--- config.mk ---
export PLATFORM = sky130hd
export DESIGN_NAME = lock_ctrl_flat
export DESIGN_NICKNAME = d
export VERILOG_FILES = /design/src/rtl/lock_ctrl_if.sv /design/src/rtl/lock_ctrl.sv /design/src/flat_wrapper.sv
export SDC_FILE = /design/constraint.sdc
export NUM_CORES = 1
export LEC_CHECK = 0
export BUFFER_PORTS_ARGS = -buffer_cell sky130_fd_sc_hd__buf_4
export CAP_MARGIN = 20
export CELL_PAD_IN_SITES_DETAIL_PLACEMENT = 1
export CELL_PAD_IN_SITES_GLOBAL_PLACEMENT = 1
export CORE_MARGIN = 2
export CORE_UTILIZATION = 40
export CTS_BUF_LIST = sky130_fd_sc_hd__clkbuf_4
export CTS_CLUSTER_DIAMETER = 150
export CTS_CLUSTER_SIZE = 12
export DETAILED_ROUTE_END_ITERATION = 7
export PLACE_DENSITY = 0.81
export SYNTH_ARGS = -nofsm -noshare
export SYNTH_HDL_FRONTEND = slang
export SYNTH_SLANG_ARGS = --single-unit
--- constraint.sdc ---
create_clock -name clk -period 1.5 [get_ports clk]
set_clock_uncertainty 0.15 [all_clocks]
set_input_delay 0 -clock clk [delete_from_list [all_inputs] [get_ports clk]]
set_output_delay 0 -clock clk [all_outputs]
set_load 0.02 [all_outputs]
--- src/rtl/lock_ctrl_if.sv ---
// ---------------------------------------------------------------------------
// lock_ctrl_if
//   Groups the keypad, detector and status signals of the lock sequencing
//   controller into one bundle.
//
//   Parameter
//     FW         width of fail_cnt, $clog2(MAX_FAILS+1) of the controller
//
//   Signals
//     key_valid  keypad -> ctrl   key_bit valid this cycle
//     key_bit    keypad -> ctrl   serial code bit
//     det_match  det    -> ctrl   detector registered match output
//     det_en     ctrl   -> det    detector samples det_in only when high
//     det_in     ctrl   -> det    bit forwarded to detector
//     det_clr    ctrl   -> det    one-cycle detector state clear
//     unlock     ctrl   -> env    lock release
//     alarm      ctrl   -> env    lockout alarm
//     fail_cnt   ctrl   -> env    consecutive failed attempts
//     busy       ctrl   -> env    high whenever not accepting key bits
//
//   Modports
//     master     environment side (keypad + detector)
//     slave      the controller
// ---------------------------------------------------------------------------
interface lock_ctrl_if #(
    parameter int FW = 2
);
    logic          key_valid;
    logic          key_bit;
    logic          det_match;
    logic          det_en;
    logic          det_in;
    logic          det_clr;
    logic          unlock;
    logic          alarm;
    logic [FW-1:0] fail_cnt;
    logic          busy;

    modport master (
        output key_valid, key_bit, det_match,
        input  det_en, det_in, det_clr, unlock, alarm, fail_cnt, busy
    );

    modport slave (
        input  key_valid, key_bit, det_match,
        output det_en, det_in, det_clr, unlock, alarm, fail_cnt, busy
    );
endinterface

--- src/rtl/lock_ctrl.sv ---
// ---------------------------------------------------------------------------
// lock_ctrl
//   Sequencing controller for the electronic lock's serial code detector.
//   Key bits are framed into attempts of CODE_LEN bits and gated into the
//   detector one cycle after they are accepted. Two cycles after the last bit
//   of an attempt the detector's registered match is sampled: a match opens
//   the lock for UNLOCK_CYCLES, a miss bumps the failure counter, and
//   MAX_FAILS consecutive misses raise the alarm for LOCKOUT_CYCLES. Each
//   return to ENTRY clears the detector with a one-cycle det_clr pulse.
//
//   Ports
//     clk   in   rising-edge clock
//     rst   in   synchronous, active-high reset
//     bus   lock_ctrl_if.slave (key_valid, key_bit, det_match in;
//           det_en, det_in, det_clr, unlock, alarm, fail_cnt, busy out)
//
//   Optional feature (macro LOCK_CTRL_TIMEOUT_EN)
//     When defined, a partial attempt left idle for ENTRY_TIMEOUT cycles is
//     discarded and the detector cleared; it is not counted as a failure.
//     When undefined, a partial attempt waits indefinitely.
// ---------------------------------------------------------------------------
module lock_ctrl #(
    parameter int CODE_LEN       = 5,
    parameter int MAX_FAILS      = 3,
    parameter int UNLOCK_CYCLES  = 8,
    parameter int LOCKOUT_CYCLES = 20,
    parameter int ENTRY_TIMEOUT  = 16
) (
    input  logic        clk,
    input  logic        rst,
    lock_ctrl_if.slave  bus
);

    localparam int FW    = $clog2(MAX_FAILS + 1);
    localparam int BW    = (CODE_LEN > 1) ? $clog2(CODE_LEN) : 1;
    // One timer serves the unlock hold, the lockout hold and the entry timeout.
    localparam int TMAX0 = (UNLOCK_CYCLES > LOCKOUT_CYCLES) ? UNLOCK_CYCLES : LOCKOUT_CYCLES;
    localparam int TMAX  = (TMAX0 > ENTRY_TIMEOUT) ? TMAX0 : ENTRY_TIMEOUT;
    localparam int TW    = (TMAX > 1) ? $clog2(TMAX) : 1;

    localparam logic [BW-1:0] LAST_BIT     = BW'(CODE_LEN - 1);
    localparam logic [FW-1:0] FAIL_LAST    = FW'(MAX_FAILS - 1);
    localparam logic [FW-1:0] FAIL_MAX     = FW'(MAX_FAILS);
    localparam logic [TW-1:0] UNLOCK_LAST  = TW'(UNLOCK_CYCLES - 1);
    localparam logic [TW-1:0] LOCKOUT_LAST = TW'(LOCKOUT_CYCLES - 1);
`ifdef LOCK_CTRL_TIMEOUT_EN
    localparam logic [TW-1:0] TIMEOUT_LAST = TW'(ENTRY_TIMEOUT - 1);
`endif

    typedef enum logic [2:0] {
        ENTRY   = 3'd0,
        CHECK1  = 3'd1,
        CHECK2  = 3'd2,
        OPEN    = 3'd3,
        LOCKOUT = 3'd4
    } state_t;

    state_t        state_q,    state_d;
    logic [BW-1:0] bit_cnt_q,  bit_cnt_d;
    logic [TW-1:0] tmr_q,      tmr_d;
    logic [FW-1:0] fail_cnt_q, fail_cnt_d;
    logic          det_en_q,   det_en_d;
    logic          det_in_q,   det_in_d;
    logic          det_clr_q,  det_clr_d;
    logic          unlock_q,   unlock_d;
    logic          alarm_q,    alarm_d;
    logic          busy_q,     busy_d;
    logic          abort_clr;

    always_comb begin
        state_d    = state_q;
        bit_cnt_d  = bit_cnt_q;
        tmr_d      = tmr_q;
        fail_cnt_d = fail_cnt_q;
        det_en_d   = 1'b0;
        det_in_d   = det_in_q;
        abort_clr  = 1'b0;

        case (state_q)
            ENTRY: begin
                if (bus.key_valid) begin
                    det_en_d = 1'b1;
                    det_in_d = bus.key_bit;
                    tmr_d    = '0;
                    if (bit_cnt_q == LAST_BIT) begin
                        bit_cnt_d = '0;
                        state_d   = CHECK1;
                    end else begin
                        bit_cnt_d = bit_cnt_q + BW'(1);
                    end
                end
`ifdef LOCK_CTRL_TIMEOUT_EN
                // Idle cycles are counted only while a partial attempt is held.
                else if (bit_cnt_q != '0) begin
                    if (tmr_q == TIMEOUT_LAST) begin
                        bit_cnt_d = '0;
                        tmr_d     = '0;
                        abort_clr = 1'b1;
                    end else begin
                        tmr_d = tmr_q + TW'(1);
                    end
                end
`endif
            end

            // Detector registers the final bit during this cycle.
            CHECK1: state_d = CHECK2;

            CHECK2: begin
                tmr_d = '0;
                if (bus.det_match) begin
                    fail_cnt_d = '0;
                    state_d    = OPEN;
                end else if (fail_cnt_q == FAIL_LAST) begin
                    fail_cnt_d = FAIL_MAX;
                    state_d    = LOCKOUT;
                end else begin
                    fail_cnt_d = fail_cnt_q + FW'(1);
                    state_d    = ENTRY;
                end
            end

            OPEN: begin
                if (tmr_q == UNLOCK_LAST) begin
                    tmr_d   = '0;
                    state_d = ENTRY;
                end else begin
                    tmr_d = tmr_q + TW'(1);
                end
            end

            LOCKOUT: begin
                if (tmr_q == LOCKOUT_LAST) begin
                    tmr_d      = '0;
                    fail_cnt_d = '0;
                    state_d    = ENTRY;
                end else begin
                    tmr_d = tmr_q + TW'(1);
                end
            end

            default: state_d = ENTRY;
        endcase

        // Outputs are registered from the next state so that they line up
        // with the state they describe.
        det_clr_d = ((state_d == ENTRY) && (state_q != ENTRY)) || abort_clr;
        unlock_d  = (state_d == OPEN);
        alarm_d   = (state_d == LOCKOUT);
        busy_d    = (state_d != ENTRY);
    end

    always_ff @(posedge clk) begin
        if (rst) begin
            state_q    <= ENTRY;
            bit_cnt_q  <= '0;
            tmr_q      <= '0;
            fail_cnt_q <= '0;
            det_en_q   <= 1'b0;
            det_in_q   <= 1'b0;
            det_clr_q  <= 1'b0;
            unlock_q   <= 1'b0;
            alarm_q    <= 1'b0;
            busy_q     <= 1'b0;
        end else begin
            state_q    <= state_d;
            bit_cnt_q  <= bit_cnt_d;
            tmr_q      <= tmr_d;
            fail_cnt_q <= fail_cnt_d;
            det_en_q   <= det_en_d;
            det_in_q   <= det_in_d;
            det_clr_q  <= det_clr_d;
            unlock_q   <= unlock_d;
            alarm_q    <= alarm_d;
            busy_q     <= busy_d;
        end
    end

    assign bus.det_en   = det_en_q;
    assign bus.det_in   = det_in_q;
    assign bus.det_clr  = det_clr_q;
    assign bus.unlock   = unlock_q;
    assign bus.alarm    = alarm_q;
    assign bus.fail_cnt = fail_cnt_q;
    assign bus.busy     = busy_q;

endmodule
--- src/flat_wrapper.sv ---
// flat-port wrapper written by rule: the top's interface ports become plain ports
module lock_ctrl_flat 
#(
    parameter int CODE_LEN       = 5,
    parameter int MAX_FAILS      = 3,
    parameter int UNLOCK_CYCLES  = 8,
    parameter int LOCKOUT_CYCLES = 20,
    parameter int ENTRY_TIMEOUT  = 16
)
  (clk, rst, bus_key_valid, bus_key_bit, bus_det_match, bus_det_en, bus_det_in, bus_det_clr, bus_unlock, bus_alarm, bus_fail_cnt, bus_busy);
  lock_ctrl_if bus_i ();
  input  logic clk;
  input  logic rst;
  input wire logic [$bits(bus_i.key_valid)-1:0] bus_key_valid;
  input wire logic [$bits(bus_i.key_bit)-1:0] bus_key_bit;
  input wire logic [$bits(bus_i.det_match)-1:0] bus_det_match;
  output wire logic [$bits(bus_i.det_en)-1:0] bus_det_en;
  output wire logic [$bits(bus_i.det_in)-1:0] bus_det_in;
  output wire logic [$bits(bus_i.det_clr)-1:0] bus_det_clr;
  output wire logic [$bits(bus_i.unlock)-1:0] bus_unlock;
  output wire logic [$bits(bus_i.alarm)-1:0] bus_alarm;
  output wire logic [$bits(bus_i.fail_cnt)-1:0] bus_fail_cnt;
  output wire logic [$bits(bus_i.busy)-1:0] bus_busy;
  assign bus_i.key_valid = bus_key_valid;
  assign bus_i.key_bit = bus_key_bit;
  assign bus_i.det_match = bus_det_match;
  assign bus_det_en = bus_i.det_en;
  assign bus_det_in = bus_i.det_in;
  assign bus_det_clr = bus_i.det_clr;
  assign bus_unlock = bus_i.unlock;
  assign bus_alarm = bus_i.alarm;
  assign bus_fail_cnt = bus_i.fail_cnt;
  assign bus_busy = bus_i.busy;
  lock_ctrl #(.CODE_LEN(CODE_LEN), .MAX_FAILS(MAX_FAILS), .UNLOCK_CYCLES(UNLOCK_CYCLES), .LOCKOUT_CYCLES(LOCKOUT_CYCLES), .ENTRY_TIMEOUT(ENTRY_TIMEOUT)) u_core (.clk(clk), .rst(rst), .bus(bus_i));
endmodule
==> results of run 1 <==
==> layer usage <==
| layer | up-vias | track usage | routed length, µm |
|---|---|---|---|
| met5 | - | 0 | 0 |
| met4 | 0 | 0.07692 | 65 |
| met3 | 9 | 0.03672 | 127 |
| met2 | 26 | 0.4313 | 1797 |
| met1 | 476 | 0.2912 | 1470 |
| li1 | 456 | - | - |
==> cells by family (layout without fill, tap and decap cells) <==
logic type / after synthesis / count (layout) / synth area share
AO/OA/AOI/OAI: 29 / 29 / 0.2186
adder cells (fa/ha/maj): 4 / 4 / 0.05175
buffers and inverters: 10 / 46 / 0.05821
flip-flops: 19 / 19 / 0.3933
AND/OR/NAND/NOR: 44 / 44 / 0.2781
==> timing repair <==
action	CTS	global route
gates resized for setup	6	21
hold endpoints to repair	15	1
gates cloned	0	0
pin swaps	5	6
buffers inserted	0	3
endpoints found under the setup margin	13	17
==> stage by stage <==
| step | TNS (ps) | utilization | total power [W] | setup WS, ps | cells |
|---|---|---|---|---|---|
| 6_report | -1088 | 0.6360 | 0.0008906 | -172.1 | 170 |
| 5_1_grt | -2283 | 0.6360 | 0.0009232 | -199.4 | 170 |
| 4_1_cts | -390.9 | 0.5771 | 0.0008944 | -100.6 | 167 |
| 3_5_place_dp | -476.6 | 0.5316 | 0.0006013 | -108.9 | 158 |
| 3_3_place_gp | -185.3 | 0.5316 | 0.0005972 | -63.44 | 158 |
| 2_1_floorplan | -54.19 | - | 0.0005733 | -31.45 | 106 |
==> layout make-up <==
class | instances | area share
Timing Repair Buffer | 36 | 0.2051
Multi-Input combinational cell | 77 | 0.4555
Clock buffer | 4 | 0.02094
Sequential cell | 19 | 0.2766
Inverter | 6 | 0.01745
Tap cell | 28 | 0.02443
==> layout by cell type, fill, tap and decap left out, drive strengths merged, types with 2 or more instances in the layout <==
cell type and count:
buf 31, dfxtp 19, nor2 13, a21oi 8, nand2 8, inv 6, dlygate4sd3 5, o21ai 5
clkbuf 4, nor3 4, a31oi 4, ha 4, a211oi 3, nand3b 2, nand3 2, nor4b 2
a21o 2
==> flip-flops by register name, summed over array words and instances, names as in the netlist <==
signal and flops:
u_core.tmr_q 5, u_core.bit_cnt_q 3, u_core.state_q 3, u_core.bus.fail_cnt 2, u_core.bus.alarm 1, u_core.bus.busy 1, u_core.bus.det_clr 1, u_core.bus.det_en 1
u_core.bus.det_in 1, u_core.bus.unlock 1
==> worst min-delay path, cell delays in order <==
cell and delay, ps:
sky130_fd_sc_hd__buf_4 160, sky130_fd_sc_hd__nor3_1 80, sky130_fd_sc_hd__nand2_1 60, sky130_fd_sc_hd__o21ai_1 50
==> report_power, final <==
| group | internal, W | leakage (nW) | switching [W] | total, W |
|---|---|---|---|---|
| Sequential | 0.000506 | 0.158 | 0.00000526 | 0.000512 |
| Clock | 0.000122 | 0.0184 | 0.000162 | 0.000284 |
| Combinational | 0.0000411 | 0.372 | 0.0000545 | 0.0000956 |
==> final timing paths <==
check                                       from                             end  slack, ps  cells after the start
setup / recovery    u_core.tmr_q[1]$_SDFFE_PP0P_   u_core.bus.det_clr$_SDFF_PP0_       -170                      5
setup reg to reg    u_core.tmr_q[1]$_SDFFE_PP0P_   u_core.bus.det_clr$_SDFF_PP0_       -170                      5
hold / removal                               rst    u_core.tmr_q[3]$_SDFFE_PP0P_        -60                      4
hold reg to reg   u_core.bus.det_in$_SDFFE_PP0P_  u_core.bus.det_in$_SDFFE_PP0P_        320                      2
==> metrics.txt, run 1 <==
# TYPE chip_impl_metric gauge
chip_impl_info{name="outcome",value="finished, violations left"} 1
chip_impl_info{name="violations",value="negative hold slack, negative setup slack"} 1
chip_impl_info{name="clockRootBuffer",value="sky130_fd_sc_hd__clkbuf_4"} 1
chip_impl_metric{name="whs",unit="ps"} -58.80
chip_impl_metric{name="synth_cells",unit=""} 106
chip_impl_metric{name="synthDominantCellAreaShare",unit=""} 0.3933
chip_impl_info{name="hold_path.class",value="input port to flip-flop"} 1
chip_impl_metric{name="wl_per_cell",unit="µm"} 20.35
chip_impl_metric{name="avgSynthCellArea",unit="µm²"} 9.124
chip_impl_metric{name="fp.coreArea",unit="mm²"} 0.002255
chip_impl_info{name="crit_family",value="simple AND/OR/NAND/NOR gates"} 1
chip_impl_metric{name="ys_ff_latch",unit=""} 19
chip_impl_metric{name="multiInputGateArea",unit="µm²"} 653.1
chip_impl_metric{name="regArea",unit="µm²"} 396.6
chip_impl_metric{name="die_height",unit="µm"} 53.17
chip_impl_metric{name="cts_sinks",unit=""} 19
chip_impl_metric{name="groute.usage.overall",unit=""} 0.2407
chip_impl_metric{name="drive_above_1_share",unit=""} 0.4507
chip_impl_info{name="synth.most_common_cell",value="sky130_fd_sc_hd__dfxtp_1"} 1
chip_impl_metric{name="num_io_pins",unit=""} 13
chip_impl_info{name="critical_path.slowest_cell",value="sky130_fd_sc_hd__or4_4"} 1
chip_impl_info{name="cts_tree",value="built"} 1
chip_impl_metric{name="cp.buffers_inverters",unit=""} 0
chip_impl_metric{name="synthesis.nets",unit=""} 115
chip_impl_metric{name="ys_async_sr_fraction",unit=""} 0
chip_impl_metric{name="max-clock-path-buffers",unit=""} 2
chip_impl_metric{name="synth_seq_area_share",unit=""} 0.3933
chip_impl_metric{name="initial_utilization",unit=""} 0.4290
chip_impl_metric{name="place_congestion",unit=""} 0.8582
chip_impl_metric{name="postRouteWirelength",unit="mm"} 3.460
chip_impl_metric{name="post_cts_hold_buffer_count",unit=""} 5
chip_impl_metric{name="synth_warn",unit=""} 0
chip_impl_metric{name="floorplan.die.width",unit="µm"} 53.17
chip_impl_metric{name="worst_ir_drop_vdd",unit="µV"} 505.7
chip_impl_metric{name="fillers",unit=""} 256
chip_impl_info{name="worstSetupStartpointType",value="flip-flop"} 1
chip_impl_metric{name="timing.critical_path.required",unit="ps"} 1540
chip_impl_metric{name="leakagePower",unit="nW"} 0.5483
chip_impl_metric{name="timing.final.setup_violations",unit=""} 15
chip_impl_metric{name="syn-cell-area",unit="µm²"} 967.2
chip_impl_info{name="synth.largest_area_cell",value="sky130_fd_sc_hd__dfxtp_1"} 1
chip_impl_info{name="grt_setup_unrepaired",value="true"} 1
chip_impl_metric{name="grt_first_pass_wirelength",unit="mm"} 4.878
chip_impl_metric{name="dr_total_vias",unit=""} 967
chip_impl_metric{name="antenna_cells",unit=""} 0
chip_impl_metric{name="row_count",unit=""} 17
chip_impl_metric{name="die_area",unit="mm²"} 0.002827
chip_impl_metric{name="power.density_cell_area",unit="mW/mm²"} 621.1
chip_impl_info{name="worstPathCellList",value="ha_4 > nand4_1 > nor3_1 > or4_4 > and4_1"} 1
chip_impl_metric{name="hold_viol_final",unit=""} 1
chip_impl_metric{name="hpwlAfterDp",unit="mm"} 1.903
chip_impl_metric{name="clock_tree.htree_level_count",unit=""} 1
chip_impl_metric{name="grt_start_max_net_pins",unit=""} 16
chip_impl_metric{name="timing.final.crit_period",unit="ps"} 1672
chip_impl_metric{name="avg_vias_per_cell",unit=""} 5.688
chip_impl_metric{name="finalMaxSlewViolations",unit=""} 0
chip_impl_metric{name="maxClockFrequency",unit="MHz"} 598.1
chip_impl_info{name="critical_path_class",value="flip-flop to flip-flop"} 1
chip_impl_info{name="synth.top_cells.by_count",value="sky130_fd_sc_hd__dfxtp_1, sky130_fd_sc_hd__nor2_1, sky130_fd_sc_hd__a21oi_1, sky130_fd_sc_hd__nand2_1, sky130_fd_sc_hd__inv_1"} 1
chip_impl_metric{name="finalInstanceArea",unit="mm²"} 0.001434
chip_impl_metric{name="port_buffers",unit=""} 12
chip_impl_metric{name="area_after_dpl",unit="mm²"} 0.001199
chip_impl_metric{name="drt_first_pass_iters",unit=""} 4
chip_impl_metric{name="path_max_fanout",unit=""} 4
chip_impl_metric{name="grt-ovfl-total",unit=""} 0
chip_impl_metric{name="slowest_delay",unit="ps"} 520
chip_impl_info{name="dominantRegCellSynth",value="sky130_fd_sc_hd__dfxtp_1"} 1
chip_impl_metric{name="number_of_flops_mapped_to_enable_cells_by_yosys",unit=""} 0
chip_impl_metric{name="antenna_found_initial",unit=""} 0
chip_impl_metric{name="yosysUniqueCellTypes",unit=""} 44
chip_impl_metric{name="remaining_drc_errors",unit=""} 0
chip_impl_metric{name="postRouteAntennaNets",unit=""} 0
chip_impl_metric{name="timing.critical_path.arrival",unit="ps"} 1710
chip_impl_metric{name="timing.slew.headroom",unit=""} 0.5948
chip_impl_metric{name="clk_pin_slew",unit="ps"} 110
chip_impl_metric{name="clk-insertion-delay-late",unit="ps"} 300
chip_impl_info{name="synth.area.top_cells",value="sky130_fd_sc_hd__dfxtp_1, sky130_fd_sc_hd__ha_1, sky130_fd_sc_hd__nor2_1"} 1
chip_impl_info{name="timing.critical_path.to_type",value="flip-flop"} 1
chip_impl_metric{name="num-nets-final",unit=""} 152
chip_impl_metric{name="min_period_over_period",unit=""} 1.115
chip_impl_metric{name="number_of_buffers_inserted_during_clock_tree_synthesis",unit=""} 3
chip_impl_metric{name="maxCapViolCount",unit=""} 0
chip_impl_metric{name="drt_iter0_drc",unit=""} 17
chip_impl_metric{name="finalWorstSetupSlack",unit="ps"} -172.1
chip_impl_metric{name="area_delta_synth_final",unit="%"} 48.25
chip_impl_metric{name="worstMarginPinSlew",unit="ps"} 605.8
chip_impl_metric{name="number_of_global_route_vias_before_repair",unit=""} 982
Note: power is estimated with default switching activity, not from simulation.
==> run 2, diff against run 1 <==
==> constraint.sdc (replaced) <==
create_clock -name clk -period 1.5 [get_ports clk]
set_clock_uncertainty 0.15 [all_clocks]
set_input_delay 0.15 -clock clk [delete_from_list [all_inputs] [get_ports clk]]
set_output_delay 0.15 -clock clk [all_outputs]
set_load 0.02 [all_outputs]
==> metrics.txt, run 2 (synthesized netlist as in run 1, its figures left out) <==
# TYPE chip_impl_metric gauge
chip_impl_metric{name="worst_ir_drop_vdd",unit="µV"} 596.0
chip_impl_metric{name="wl_per_cell",unit="µm"} 16.64
chip_impl_metric{name="flip_flop_count_of_the_largest_register_all_copies_and_words_added",unit=""} 5
chip_impl_info{name="worstPathCellList",value="ha_4 > nand4_1 > nor3_1 > or4_4 > and4_1"} 1
chip_impl_metric{name="clk_pin_slew",unit="ps"} 120
chip_impl_info{name="reg.largest.list",value="u_core.tmr_q (5), u_core.bit_cnt_q (3), u_core.state_q (3)"} 1
chip_impl_metric{name="finalInstanceArea",unit="mm²"} 0.001355
chip_impl_metric{name="place_congestion",unit=""} 0.8418
chip_impl_metric{name="dr_total_vias",unit=""} 921
chip_impl_info{name="clockRootBuffer",value="sky130_fd_sc_hd__clkbuf_4"} 1
chip_impl_info{name="outcome",value="finished, violations left"} 1
chip_impl_info{name="critical_path_class",value="flip-flop to flip-flop"} 1
chip_impl_metric{name="finalWorstSetupSlack",unit="ps"} -139.8
chip_impl_info{name="timing.critical_path.to_type",value="flip-flop"} 1
chip_impl_metric{name="area_delta_synth_final",unit="%"} 40.10
chip_impl_metric{name="die_height",unit="µm"} 53.17
chip_impl_metric{name="maxCapViolCount",unit=""} 0
chip_impl_metric{name="antenna_found_initial",unit=""} 0
chip_impl_metric{name="postRouteAntennaNets",unit=""} 0
chip_impl_metric{name="finalMaxSlewViolations",unit=""} 0
chip_impl_metric{name="cts_sinks",unit=""} 19
chip_impl_info{name="cts_tree",value="built"} 1
chip_impl_metric{name="timing.critical_path.arrival",unit="ps"} 1700
chip_impl_metric{name="critical_path_depth",unit=""} 5
chip_impl_metric{name="min_path_cells",unit=""} 3
chip_impl_info{name="violations",value="negative setup slack"} 1
chip_impl_metric{name="timing.final.crit_period",unit="ps"} 1640
chip_impl_metric{name="maxClockFrequency",unit="MHz"} 609.8
chip_impl_metric{name="worst_r2r_path_depth",unit=""} 5
chip_impl_metric{name="num-nets-final",unit=""} 150
chip_impl_metric{name="post-place-ws",unit="ps"} -134.4
chip_impl_info{name="max_flop_register",value="u_core.tmr_q"} 1
chip_impl_metric{name="slowest_delay",unit="ps"} 520
chip_impl_metric{name="avg_vias_per_cell",unit=""} 5.482
chip_impl_metric{name="worstMarginPinSlew",unit="ps"} 448.0
chip_impl_metric{name="number_of_buffers_inserted_during_clock_tree_synthesis",unit=""} 3
chip_impl_metric{name="power.density_cell_area",unit="mW/mm²"} 636.0
chip_impl_info{name="grt_setup_unrepaired",value="true"} 1
chip_impl_metric{name="drt_first_pass_iters",unit=""} 4
chip_impl_metric{name="drt_iter0_drc",unit=""} 13
chip_impl_info{name="worstSetupStartpointType",value="flip-flop"} 1
chip_impl_info{name="crit_family",value="simple AND/OR/NAND/NOR gates"} 1
chip_impl_metric{name="number_of_global_route_vias_before_repair",unit=""} 1017
chip_impl_metric{name="grt_start_max_net_pins",unit=""} 19
chip_impl_metric{name="hpwlAfterDp",unit="mm"} 2.024
chip_impl_info{name="hold_path.class",value="input port to flip-flop"} 1
chip_impl_metric{name="remaining_drc_errors",unit=""} 0
chip_impl_info{name="crit_start",value="u_core.tmr_q[1]$_SDFFE_PP0P_"} 1
chip_impl_metric{name="leakagePower",unit="nW"} 0.5502
chip_impl_metric{name="floorplan.die.width",unit="µm"} 53.17
chip_impl_info{name="layout.cells.most_common",value="sky130_fd_sc_hd__buf_4"} 1
chip_impl_info{name="most-common-layout-cells",value="sky130_fd_sc_hd__buf_4, sky130_fd_sc_hd__dfxtp_1, sky130_fd_sc_hd__nor2_1, sky130_fd_sc_hd__a21oi_1, sky130_fd_sc_hd__nand2_1"} 1
chip_impl_metric{name="grt_first_pass_wirelength",unit="mm"} 4.478
chip_impl_metric{name="hold_viol_final",unit=""} 0
chip_impl_metric{name="fp.coreArea",unit="mm²"} 0.002255
chip_impl_info{name="worstReg2RegStart",value="u_core.tmr_q[1]$_SDFFE_PP0P_"} 1
chip_impl_metric{name="cp.buffers_inverters",unit=""} 0
chip_impl_metric{name="initial_utilization",unit=""} 0.4290
chip_impl_info{name="holdCritStartpoint",value="bus_key_valid"} 1
chip_impl_metric{name="min_period_over_period",unit=""} 1.093
chip_impl_metric{name="timing.critical_path.required",unit="ps"} 1560
chip_impl_metric{name="clock_tree.htree_level_count",unit=""} 1
chip_impl_metric{name="timing.slew.headroom",unit=""} 0.7002
chip_impl_metric{name="row_count",unit=""} 17
chip_impl_metric{name="num_io_pins",unit=""} 13
chip_impl_metric{name="port_buffers",unit=""} 12
chip_impl_metric{name="max-clock-path-buffers",unit=""} 2
chip_impl_metric{name="grt-ovfl-total",unit=""} 0
chip_impl_metric{name="die_area",unit="mm²"} 0.002827
chip_impl_metric{name="clk-insertion-delay-late",unit="ps"} 300
chip_impl_metric{name="path_max_fanout",unit=""} 5
chip_impl_metric{name="postRouteWirelength",unit="mm"} 2.796
chip_impl_metric{name="antenna_cells",unit=""} 0
chip_impl_info{name="critical_path.slowest_cell",value="sky130_fd_sc_hd__or4_4"} 1
chip_impl_metric{name="area_after_dpl",unit="mm²"} 0.001206
chip_impl_metric{name="timing.final.setup_violations",unit=""} 9
chip_impl_metric{name="groute.usage.overall",unit=""} 0.2227
chip_impl_metric{name="drive_above_1_share",unit=""} 0.4357
run 2: area by class of cell:
| type | instances | area, µm² |
|---|---|---|
| clock buffer | 3 | 22.52 |
| clock inverter | 1 | 5.005 |
| fill | 270 | 899.6 |
| inverter | 6 | 25.02 |
| multi-input combinational | 77 | 603.1 |
| sequential | 19 | 399.1 |
| tap | 28 | 35.03 |
| timing repair buffer | 34 | 265.3 |
run 2: report_power, final:
part | internal [W] | leakage (nW) | switching, W
Clock | 0.0000992 | 0.0177 | 0.000168
Combinational | 0.0000371 | 0.374 | 0.0000478
Sequential | 0.000505 | 0.159 | 0.00000528
run 2: what timing repair did:
item / 4_1_cts / 5_1_grt
setup buffers: 0 / 3
resized for setup: 7 / 10
endpoints found under the hold margin: 3 / 0
pin swaps: 5 / 4
hold buffers: 2 / 0
endpoints found under the setup margin: 17 / 17
run 2: path summary, 6_finish.rpt:
kind | to | slack (ps)
hold reg to reg | u_core.bus.det_in$_SDFFE_PP0P_ | 330
setup reg to reg | u_core.bus.det_clr$_SDFF_PP0_ | -140
setup / recovery | u_core.bus.det_clr$_SDFF_PP0_ | -140
hold / removal | u_core.bus.det_en$_SDFF_PP0_ | 50
run 2: worst register-to-register path: cells and delay by family, from the launching register on:
family | cells | cell delay [ps]
flops | 1 | 360
simple gates | 4 | 860
fa+ha+maj | 1 | 180
run 2: layer usage:
layer  GRT usage  vias up  wire (µm)
met5           0        -          0
met4      0.1154        0         17
met3     0.05085        2         85
met2      0.4063       15       1441
met1      0.2352      450       1251
li1            -      454          -
run 2: per-stage QoR:
step	hold WS (ps)	setup TNS (ps)	cells	utilization	power, W
final	49.39	-463.0	168	0.6010	0.0008619
after floorplan	136.0	-54.19	106	-	0.0005733
after detailed placement	218.0	-626.5	159	0.5350	0.0006040
after global placement	206.7	-189.5	159	0.5350	0.0005995
after global routing	47.69	-1423	168	0.6010	0.0009009
after CTS	37.09	-455.8	165	0.5655	0.0008749
==> run 3, diff against run 2 <==
--- a/config.mk
+++ b/config.mk
@@ -15,7 +15,7 @@
 export CTS_CLUSTER_DIAMETER = 150
 export CTS_CLUSTER_SIZE = 12
 export DETAILED_ROUTE_END_ITERATION = 7
-export PLACE_DENSITY = 0.81
+export PLACE_DENSITY = 0.72
 export SYNTH_ARGS = -nofsm -noshare
 export SYNTH_HDL_FRONTEND = slang
 export SYNTH_SLANG_ARGS = --single-unit
==> metrics.txt, run 3 (synthesized netlist as in run 1, its figures left out) <==
# TYPE chip_impl_metric gauge
chip_impl_info{name="outcome",value="finished, violations left"} 1
chip_impl_info{name="violations",value="negative setup slack"} 1
chip_impl_metric{name="port_buffers",unit=""} 12
chip_impl_metric{name="finalMaxSlewViolations",unit=""} 0
chip_impl_metric{name="leakagePower",unit="nW"} 0.5365
chip_impl_metric{name="flip_flop_count_of_the_largest_register_all_copies_and_words_added",unit=""} 5
chip_impl_metric{name="avg_vias_per_cell",unit=""} 5.557
chip_impl_metric{name="grt_first_pass_wirelength",unit="mm"} 4.643
chip_impl_metric{name="place_congestion",unit=""} 0.7780
chip_impl_metric{name="drt_first_pass_iters",unit=""} 4
chip_impl_info{name="worstPathCellList",value="ha_4 > nand4_1 > nor3_1 > or4_4 > and4_1"} 1
chip_impl_metric{name="die_area",unit="mm²"} 0.002827
chip_impl_info{name="cts_tree",value="built"} 1
chip_impl_metric{name="die_height",unit="µm"} 53.17
chip_impl_metric{name="timing.critical_path.arrival",unit="ps"} 1680
chip_impl_metric{name="number_of_global_route_vias_before_repair",unit=""} 969
chip_impl_metric{name="num-nets-final",unit=""} 149
chip_impl_metric{name="worst_ir_drop_vdd",unit="µV"} 702.5
chip_impl_info{name="worstSetupStartpointType",value="flip-flop"} 1
chip_impl_metric{name="grt_start_max_net_pins",unit=""} 15
chip_impl_metric{name="drt_iter0_drc",unit=""} 8
chip_impl_metric{name="power.density_cell_area",unit="mW/mm²"} 648.5
chip_impl_metric{name="whs",unit="ps"} 56.59
chip_impl_info{name="layout.cells.most_common",value="sky130_fd_sc_hd__buf_4"} 1
chip_impl_metric{name="groute.layer.met3.usage",unit=""} 0.05085
chip_impl_metric{name="timing.final.crit_period",unit="ps"} 1629
chip_impl_metric{name="hpwlAfterDp",unit="mm"} 1.854
chip_impl_metric{name="maxCapViolCount",unit=""} 0
chip_impl_metric{name="clk-insertion-delay-late",unit="ps"} 300
chip_impl_metric{name="max-clock-path-buffers",unit=""} 2
chip_impl_info{name="critical_path.slowest_cell",value="sky130_fd_sc_hd__or4_4"} 1
chip_impl_metric{name="fin_util",unit=""} 0.6043
chip_impl_metric{name="number_of_buffers_inserted_during_clock_tree_synthesis",unit=""} 3
chip_impl_info{name="critical_path_class",value="flip-flop to flip-flop"} 1
chip_impl_metric{name="area_after_dpl",unit="mm²"} 0.001206
chip_impl_metric{name="hold_viol_final",unit=""} 0
chip_impl_metric{name="remaining_drc_errors",unit=""} 0
chip_impl_info{name="hold_path.class",value="input port to flip-flop"} 1
chip_impl_metric{name="area_delta_synth_final",unit="%"} 40.88
chip_impl_metric{name="clk_pin_slew",unit="ps"} 110
chip_impl_info{name="grt_setup_unrepaired",value="true"} 1
chip_impl_metric{name="finalWorstSetupSlack",unit="ps"} -129.3
chip_impl_metric{name="dr_total_vias",unit=""} 928
chip_impl_metric{name="slowest_delay",unit="ps"} 520
chip_impl_metric{name="postRouteWirelength",unit="mm"} 2.856
chip_impl_metric{name="row_count",unit=""} 17
chip_impl_metric{name="timing.final.setup_violations",unit=""} 10
chip_impl_metric{name="grt_use_met1",unit=""} 0.3019
chip_impl_metric{name="fp.coreArea",unit="mm²"} 0.002255
chip_impl_metric{name="floorplan.die.width",unit="µm"} 53.17
chip_impl_metric{name="timing.critical_path.required",unit="ps"} 1550
chip_impl_info{name="max_flop_register",value="u_core.tmr_q"} 1
chip_impl_info{name="most-common-layout-cells",value="sky130_fd_sc_hd__buf_4, sky130_fd_sc_hd__nor2_1, sky130_fd_sc_hd__dfxtp_1, sky130_fd_sc_hd__nand2_1, sky130_fd_sc_hd__dfxtp_2"} 1
chip_impl_metric{name="num_io_pins",unit=""} 13
chip_impl_metric{name="postRouteAntennaNets",unit=""} 0
chip_impl_metric{name="groute.usage.overall",unit=""} 0.2264
chip_impl_metric{name="path_max_fanout",unit=""} 4
chip_impl_metric{name="drive_above_1_share",unit=""} 0.4892
chip_impl_metric{name="cts_sinks",unit=""} 19
chip_impl_info{name="timing.critical_path.to_type",value="flip-flop"} 1
chip_impl_metric{name="clock_tree.htree_level_count",unit=""} 1
chip_impl_metric{name="antenna_found_initial",unit=""} 0
chip_impl_metric{name="tns",unit="ps"} -595.0
chip_impl_metric{name="fillers",unit=""} 271
chip_impl_metric{name="antenna_cells",unit=""} 0
chip_impl_metric{name="finalInstanceArea",unit="mm²"} 0.001363
chip_impl_metric{name="min_period_over_period",unit=""} 1.086
chip_impl_metric{name="grt-ovfl-total",unit=""} 0
chip_impl_info{name="clockRootBuffer",value="sky130_fd_sc_hd__clkbuf_4"} 1
chip_impl_info{name="reg.largest.list",value="u_core.tmr_q (5), u_core.bit_cnt_q (3), u_core.state_q (3)"} 1
chip_impl_metric{name="grt_util_met2",unit=""} 0.3833
chip_impl_info{name="grt.busiest_layer",value="met2"} 1
chip_impl_metric{name="layout_cells_excl_fill",unit=""} 167
chip_impl_metric{name="wl_per_cell",unit="µm"} 17.10
chip_impl_metric{name="maxClockFrequency",unit="MHz"} 613.8
chip_impl_metric{name="dp.cells",unit=""} 159
chip_impl_metric{name="worstMarginPinSlew",unit="ps"} 332.8
chip_impl_metric{name="timing.slew.headroom",unit=""} 0.7765
chip_impl_metric{name="initial_utilization",unit=""} 0.4290
==> run 3: cell count changes in the layout (fill, tap and decap cells not counted), sizes merged <==
cell          previous run  this run
clkinv                   1         0
dlymetal6s2s             1         0
clkbuf                   3         4
==> run 3: final timing paths <==
path / start / to / slack (ps) / cells after the start
max: u_core.tmr_q[0]$_SDFFE_PP0P_ / u_core.bus.det_clr$_SDFF_PP0_ / -130 / 5
min: bus_det_match / u_core.bus.fail_cnt[1]$_SDFFE_PP0P_ / 60 / 4
max reg2reg: u_core.tmr_q[0]$_SDFFE_PP0P_ / u_core.bus.det_clr$_SDFF_PP0_ / -130 / 5
min reg2reg: u_core.bit_cnt_q[1]$_SDFFE_PP0P_ / u_core.bit_cnt_q[1]$_SDFFE_PP0P_ / 360 / 2
==> run 3: report_power, final <==
group / leakage (nW) / switching, W / internal, W
sequential: 0.159 / 0.00000550 / 0.000510
combinational: 0.359 / 0.0000495 / 0.0000380
clock: 0.0184 / 0.000159 / 0.000122
==> run 3: repair_timing <==
action                                 4_1_cts  5_1_grt
setup buffers                                2        0
resized for setup                            9       11
pin swaps                                    6        5
setup endpoints to repair                   12       15
hold buffers                                 2        0
endpoints found under the hold margin        7        0
==> run 3: layout make-up <==
cell class	count	area, µm²	share of cell area
Sequential cell	19	394.1	0.2893
Clock buffer	4	30.03	0.02204
Inverter	6	22.52	0.01653
Multi-Input combinational cell	77	620.6	0.4555
Tap cell	28	35.03	0.02571
Timing Repair Buffer	33	260.3	0.1910
==> run 3: layer usage <==
| layer | part of all wire | wire (µm) | vias to the layer above |
|---|---|---|---|
| met5 | 0 | 0 | - |
| li1 | - | - | 454 |
| met3 | 0.019 | 53 | 2 |
| met4 | 0.0049 | 14 | 0 |
| met1 | 0.47 | 1337 | 463 |
| met2 | 0.51 | 1450 | 9 |
==> run 3: stage by stage <==
stage,worst slack (ps),power [W]
floorplan,-31.45,0.0005733
global placement,-67.62,0.0005998
detailed placement,-113.5,0.0006034
CTS,-82.66,0.0008904
global route,-164.8,0.0009294
finish,-129.3,0.0008836
==> run 3: worst max-delay path, delay by kind of cell (launching register included) <==
kind,cells,cell delay (ps)
and+or+nand+nor,4,860
adders and majority gates,1,180
DFF,1,350
